[config.mk]
export PLATFORM = sky130hd
export DESIGN_NAME = online_mult_core
export DESIGN_NICKNAME = d
export VERILOG_FILES = /design/src/rtl/online_pkg.sv /design/src/rtl/online_csa.sv /design/src/rtl/online_sel.sv /design/src/rtl/online_mult_core.sv
export SDC_FILE = /design/constraint.sdc
export NUM_CORES = 1
export LEC_CHECK = 0
export ABC_AREA = 1
export CORE_MARGIN = 1
export CORE_UTILIZATION = 61
export CTS_BUF_LIST = sky130_fd_sc_hd__clkbuf_16
export DETAILED_ROUTE_END_ITERATION = 10
export GPL_TIMING_DRIVEN = 0
export PLACE_DENSITY = 0.88
export SETUP_SLACK_MARGIN = 0.15
export SYNTH_ARGS = -nofsm -noshare
export SYNTH_HDL_FRONTEND = slang
export SYNTH_SLANG_ARGS = --single-unit
export TNS_END_PERCENT = 5
[constraint.sdc]
create_clock -name clk -period 9.3 [get_ports clk]
set_input_delay 2.325 -clock clk [delete_from_list [all_inputs] [get_ports clk]]
set_output_delay 2.325 -clock clk [all_outputs]
set_load 0.1 [all_outputs]
[src/rtl/online_pkg.sv]
// Shared definitions for the radix-2 online multiplier.
//   - signed-digit encodings {p,n} with value p-n
//   - step-sequencer state type
//   - selection thresholds for the 4-bit residual estimate (2 int, 2 frac bits)
//   - sd_value(): decodes a signed digit to -1/0/+1 ({1,1} reads as 0)
package online_pkg;

  localparam logic [1:0] SD_POS  = 2'b10;
  localparam logic [1:0] SD_NEG  = 2'b01;
  localparam logic [1:0] SD_ZERO = 2'b00;

  // Estimate LSB weighs 1/4, so +/-1/2 is +/-2 in estimate units.
  localparam logic signed [3:0] EST_POS_TH = 4'sd2;
  localparam logic signed [3:0] EST_NEG_TH = -4'sd2;

  typedef enum logic [1:0] {
    IDLE  = 2'd0,
    LOAD  = 2'd1,
    RUN   = 2'd2,
    FLUSH = 2'd3
  } state_e;

  function automatic logic signed [1:0] sd_value(input logic [1:0] d);
    case (d)
      SD_POS:  return 2'sd1;
      SD_NEG:  return -2'sd1;
      default: return 2'sd0;
    endcase
  endfunction

endpackage

[src/rtl/online_csa.sv]
// Carry-save residual adder: two cascaded 3:2 rows forming a 4:2 compressor.
//   a_i, b_i, c_i, d_i : WL-bit addends (two's complement, modulo 2^WL)
//   cin1_i, cin2_i     : carry-ins placed in the free LSB of each carry row
//   sum_o, carry_o     : redundant result, sum_o + carry_o == a+b+c+d+cin1+cin2
module online_csa #(
  parameter int WL = 12
) (
  input  logic [WL-1:0] a_i,
  input  logic [WL-1:0] b_i,
  input  logic [WL-1:0] c_i,
  input  logic [WL-1:0] d_i,
  input  logic          cin1_i,
  input  logic          cin2_i,
  output logic [WL-1:0] sum_o,
  output logic [WL-1:0] carry_o
);

  logic [WL-1:0] s1, maj1, c1, maj2;

  always_comb begin
    s1      = a_i ^ b_i ^ c_i;
    maj1    = (a_i & b_i) | (a_i & c_i) | (b_i & c_i);
    c1      = {maj1[WL-2:0], cin1_i};
    sum_o   = s1 ^ c1 ^ d_i;
    maj2    = (s1 & c1) | (s1 & d_i) | (c1 & d_i);
    carry_o = {maj2[WL-2:0], cin2_i};
  end

endmodule

[src/rtl/online_sel.sv]
// Digit selection for the online multiplier.
//   en_i     : selection enabled (low during the initial online-delay steps)
//   vs_top_i : top 4 bits (2 int, 2 frac) of the sum word
//   vc_top_i : top 4 bits of the carry word
//   z_o      : selected product digit, {p,n} encoding
//   corr_o   : 2-bit value to add to the integer bits of the sum word (-z)
module online_sel
  import online_pkg::*;
(
  input  logic       en_i,
  input  logic [3:0] vs_top_i,
  input  logic [3:0] vc_top_i,
  output logic [1:0] z_o,
  output logic [1:0] corr_o
);

  logic signed [3:0] est;

  always_comb begin
    // Modulo-16 sum is exact: the true estimate always lies in [-2, 1.75].
    est    = vs_top_i + vc_top_i;
    z_o    = SD_ZERO;
    corr_o = 2'b00;
    if (en_i) begin
      if (est >= EST_POS_TH) begin
        z_o    = SD_POS;
        corr_o = 2'b11;
      end else if (est < EST_NEG_TH) begin
        z_o    = SD_NEG;
        corr_o = 2'b01;
      end
    end
  end

endmodule

[src/rtl/online_mult_core.sv]
// Radix-2 MSD-first online multiplier recurrence core.
// Consumes one signed digit of x and y per step; after an online delay of
// DELTA steps emits one signed product digit per step, N digits in total.
// Residual W is kept in carry-save form (Ws, Wc), WL bits, 2 integer bits.
//   clk, rst        : clock, synchronous active-high reset
//   start           : begins an operation when idle
//   in_valid        : x_dig / y_dig valid
//   x_dig, y_dig    : operand digits {p,n}
//   in_ready        : digit pair accepted this cycle (LOAD/RUN)
//   z_valid, z_dig  : registered product digit
//   busy            : operation in progress
//   done            : one-cycle pulse, cycle after the last product digit
module online_mult_core
  import online_pkg::*;
#(
  parameter int N     = 8,
  parameter int DELTA = 3,
  parameter int WL    = N + 4
) (
  input  logic       clk,
  input  logic       rst,
  input  logic       start,
  input  logic       in_valid,
  input  logic [1:0] x_dig,
  input  logic [1:0] y_dig,
  output logic       in_ready,
  output logic       z_valid,
  output logic [1:0] z_dig,
  output logic       busy,
  output logic       done
);

  localparam int JW = $clog2(N + DELTA + 1);
  // Weight of operand digit 0 (2^-1) in the WL-bit residual format.
  localparam logic [WL-1:0] HALF        = WL'(1) << (WL - 3);
  localparam logic [JW-1:0] J_LOAD_END  = JW'(DELTA - 1);
  localparam logic [JW-1:0] J_RUN_END   = JW'(N - 1);
  localparam logic [JW-1:0] J_FLUSH_END = JW'(N + DELTA - 1);

  state_e                 state_q, state_d;
  logic [JW-1:0]          j_q, j_d;
  logic signed [WL-1:0]   ws_q, ws_d, wc_q, wc_d;
  logic signed [WL-1:0]   x_q, x_d, y_q, y_d;
  logic                   zv_q, zv_d;
  logic [1:0]             zd_q, zd_d;
  logic                   last_q, last_d;
  logic                   done_q, done_d;

  logic                   step;
  logic signed [1:0]      xd, yd;
  logic signed [WL-1:0]   unit, x_new, y_new, x_sh, y_sh;
  logic signed [WL-1:0]   term_a, term_b, ws2, wc2;
  logic                   cin1, cin2;
  logic [WL-1:0]          vs, vc;
  logic [1:0]             z_sel, corr, vs_int;

  assign in_ready = (state_q == LOAD) || (state_q == RUN);
  assign busy     = (state_q != IDLE);
  assign step     = (in_ready && in_valid) || (state_q == FLUSH);
  assign z_valid  = zv_q;
  assign z_dig    = zd_q;
  assign done     = done_q;

  // Operand append and operand term H = x_j*Y_old + y_j*X_new, scaled 2^-DELTA
  always_comb begin
    xd = sd_value(x_dig);
    yd = sd_value(y_dig);
    if (state_q == FLUSH) begin
      xd = 2'sd0;
      yd = 2'sd0;
    end
    unit  = $signed(HALF >> j_q);
    x_new = x_q;
    y_new = y_q;
    if (xd == 2'sd1)       x_new = x_q + unit;
    else if (xd == -2'sd1) x_new = x_q - unit;
    if (yd == 2'sd1)       y_new = y_q + unit;
    else if (yd == -2'sd1) y_new = y_q - unit;

    y_sh = y_q >>> DELTA;
    x_sh = x_new >>> DELTA;

    // Negation as one's complement; the +1 enters via the adder carry-ins.
    term_a = '0;
    cin1   = 1'b0;
    if (xd == 2'sd1) begin
      term_a = y_sh;
    end else if (xd == -2'sd1) begin
      term_a = ~y_sh;
      cin1   = 1'b1;
    end
    term_b = '0;
    cin2   = 1'b0;
    if (yd == 2'sd1) begin
      term_b = x_sh;
    end else if (yd == -2'sd1) begin
      term_b = ~x_sh;
      cin2   = 1'b1;
    end

    ws2 = {ws_q[WL-2:0], 1'b0};
    wc2 = {wc_q[WL-2:0], 1'b0};
  end

  online_csa #(.WL(WL)) u_csa (
    .a_i     (ws2),
    .b_i     (term_a),
    .c_i     (term_b),
    .d_i     (wc2),
    .cin1_i  (cin1),
    .cin2_i  (cin2),
    .sum_o   (vs),
    .carry_o (vc)
  );

  online_sel u_sel (
    .en_i     (state_q != LOAD),
    .vs_top_i (vs[WL-1:WL-4]),
    .vc_top_i (vc[WL-1:WL-4]),
    .z_o      (z_sel),
    .corr_o   (corr)
  );

  // W = V - z: only the integer bits of the sum word change.
  assign vs_int = vs[WL-1:WL-2] + corr;

  // Step sequencing and next residual
  always_comb begin
    state_d = state_q;
    j_d     = j_q;
    ws_d    = ws_q;
    wc_d    = wc_q;
    x_d     = x_q;
    y_d     = y_q;
    zv_d    = 1'b0;
    zd_d    = SD_ZERO;
    last_d  = 1'b0;
    done_d  = last_q;

    if (state_q == IDLE) begin
      if (start) begin
        state_d = LOAD;
        j_d     = '0;
        ws_d    = '0;
        wc_d    = '0;
        x_d     = '0;
        y_d     = '0;
      end
    end else if (step) begin
      ws_d = {vs_int, vs[WL-3:0]};
      wc_d = vc;
      x_d  = x_new;
      y_d  = y_new;
      j_d  = j_q + 1'b1;
      if (state_q != LOAD) begin
        zv_d = 1'b1;
        zd_d = z_sel;
      end
      case (state_q)
        LOAD:    if (j_q == J_LOAD_END) state_d = RUN;
        RUN:     if (j_q == J_RUN_END)  state_d = FLUSH;
        FLUSH: begin
          if (j_q == J_FLUSH_END) begin
            state_d = IDLE;
            last_d  = 1'b1;
          end
        end
        default: state_d = state_q;
      endcase
    end
  end

  always_ff @(posedge clk) begin
    if (rst) begin
      state_q <= IDLE;
      j_q     <= '0;
      ws_q    <= '0;
      wc_q    <= '0;
      x_q     <= '0;
      y_q     <= '0;
      zv_q    <= 1'b0;
      zd_q    <= SD_ZERO;
      last_q  <= 1'b0;
      done_q  <= 1'b0;
    end else begin
      state_q <= state_d;
      j_q     <= j_d;
      ws_q    <= ws_d;
      wc_q    <= wc_d;
      x_q     <= x_d;
      y_q     <= y_d;
      zv_q    <= zv_d;
      zd_q    <= zd_d;
      last_q  <= last_d;
      done_q  <= done_d;
    end
  end

endmodule

==> impl_metrics.tcl <==
set metrics [dict create \
    status "complete, no violations" \
    hpwlAfterDp_um 10600 \
    antenna_found_initial 0 \
    antenna_cells 0 \
    endpoint_kind "flip-flop" \
    synth_fp_nets 809 \
    io_pins 14 \
    hold_viol 0 \
    numPlacedInstances 839 \
    slew_violations 0 \
    cts.repair.resized 0 \
    max_freq_mhz 147 \
    ir_drop_mv 0.169 \
    async_flop_share 0 \
    cts.htree.levels 3 \
    max_stage_delay_ns 0.50 \
    fin_crit_ns 6.82 \
    via_per_inst 5.73 \
    hp-class "reg2reg" \
    grt.total_usage 0.333 \
    yosysWarnings 0 \
    grt_pass1_wl_um 22300 \
    stdcell_count 855 \
    drcViolationCount 0 \
    finalClockSkew_ns 0.00542 \
    vias 4898 \
    die_w_um 93.6 \
    synth_seq_cells 57 \
    num_rows 33 \
    clockRootBuffer "clkbuf_16" \
    antenna_left 0 \
    tns_ns 0 \
    yosysMostFrequentCell "nand2_1" \
    tightest_slew_ns 0.975 \
    rsz0062_at_grt "no" \
    yosys-top-cells-area "dfxtp_1 22%, ha_1 14%, nand2_1 12%" \
    grt_pass1_vias 4596 \
    finalSetupViolations 0 \
    layout.nets 833 \
    port_buffers 13 \
    critical_path_class "in2reg" \
    cts_sinks 57 \
    grt_max_degree 12 \
    area_delta_synth_final_pct 10.4 \
    dieArea_sq_um 8760 \
    syn_area_per_cell_sq_um 7.10 \
    postRouteWirelength_um 13600 \
    maxCapViolations 0 \
    cp.arrival_ns 7.01 \
    drt-pass1-iter-count 6 \
    yosysUniqueCellTypes 42 \
    power-per-cell-area_nw_per_um2 194 \
    die_height_um 93.6 \
    start_kind "input port" \
    synth_top_cell_by_area "dfxtp_1" \
    required_ns 9.49 \
    layout-drive-gt1-share 0.0880 \
    synth_common_cells "161 x nand2_1, 104 x inv_1, 78 x a21oi_1, 57 x dfxtp_1, 56 x ha_1" \
    clk_latency_ns 0.33 \
    relSlewSlack 0.348 \
    postCtsSetupBuffers 0 \
    synth_area_sq_um 5120 \
    cts_hold_buf 0 \
    core-area_sq_um 8180 \
    overflow 0 \
    cts_tree "yes" \
    synth-edff-count 0 \
    fin_crit_sh 0.734 \
    netlist_instances 721 \
    clockBufferDepth 2 \
    p_leak_nw 2.66 \
    routabilityCongestion 0.976 \
    cts-buffers-inserted 9 \
    netlist.area_leader.share 0.223 \
    crit_path_max_fanout 8 \
    drtIter0Drc 421 \
    critPathSlowestCell "fa_1" \
    avgRoutedWirePerCell_um 15.9 \
    clkTransAtPathRegs_ns 0.05 \
    synth_seq_area_share 0.223 \
    initial_core_util 0.626 \
    synth-main-ff-cell "dfxtp_1" \
]
-- layer usage --
layer	wire length, um	share of wire	global-route usage
met2	6290	0.46	0.555
met1	5740	0.42	0.434
met3	1110	0.082	0.0561
met5	0	0	0
met4	410	0.030	0.119
-- worst max-delay path: cells and delay by family --
family	cells	cell delay [ns]
AOI/OAI and AO/OA	2	0.19
and+or+nand+nor	16	1.68
buffers and inverters	6	1.00
xor gates and xnor gates	1	0.24
adders and majority gates	4	1.59
-- state kept, by name, indices dropped and copies added, names as in the netlist --
| signal | count |
|---|---|
| z_valid | 1 |
| x_q | 12 |
| ws_q | 11 |
| y_q | 12 |
| j_q | 4 |
| state_q | 2 |
| wc_q | 11 |
| z_dig | 2 |
| done | 1 |
| done_d | 1 |
-- worst paths after layout --
path	start	to	slack (ns)	cells past startpoint
max reg2reg	j_q[0]	ws_q[10]	3.67	31
max	x_dig[0]	ws_q[10]	2.48	29
min	done_d	done	0.42	2
min reg2reg	done_d	done	0.42	2
-- logic make-up after synthesis --
logic type / count (synthesis) / share of synthesized area
adders and majority gates: 80 / 0.231
xor gates and xnor gates: 27 / 0.0462
buffers and inverters: 134 / 0.102
DFF: 57 / 0.223
and+or+nand+nor: 266 / 0.228
AOI/OAI and AO/OA: 157 / 0.171
-- through the flow --
| stage | hold WS (ns) | utilization | instance area (sq um) | power (mW) | setup slack (ns) |
|---|---|---|---|---|---|
| final | 0.415 | 0.691 | 5650 | 1.10 | 2.48 |
| after global placement | 0.395 | 0.658 | 5380 | 0.767 | 2.30 |
| after CTS | 0.419 | 0.691 | 5650 | 1.09 | 2.54 |
| after floorplan | 0.388 | - | 5120 | 0.662 | 3.27 |
| after global routing | 0.430 | 0.691 | 5650 | 1.16 | 2.09 |
| after detailed placement | 0.400 | 0.658 | 5380 | 0.785 | 2.21 |
-- power breakdown --
| group | internal [mW] | switching, mW |
|---|---|---|
| clock network | 0.179 | 0.125 |
| registers | 0.266 | 0.0206 |
| logic | 0.163 | 0.342 |
| total | 0.608 | 0.488 |
-- layout make-up --
type / count / area [sq um]
clock inverters: 7 / 46.3
clock buffers: 9 / 225
fillers: 674 / 2520
well taps: 105 / 131
multi-input cells: 530 / 3460
plain buffers: 18 / 85.1
repair buffers: 13 / 130
inverters: 116 / 435
flip-flops and latches: 57 / 1140
-- cells in the final DEF (no fill, tap or decap), drive strengths merged, types with 23 or more instances in the layout --
cell	instances
a21oi	80
o21ai	44
xor2	23
dfxtp	57
fa	24
ha	56
nor2	45
nand2	170
inv	116
nand3	29
Power figures use the tool's default switching activity.
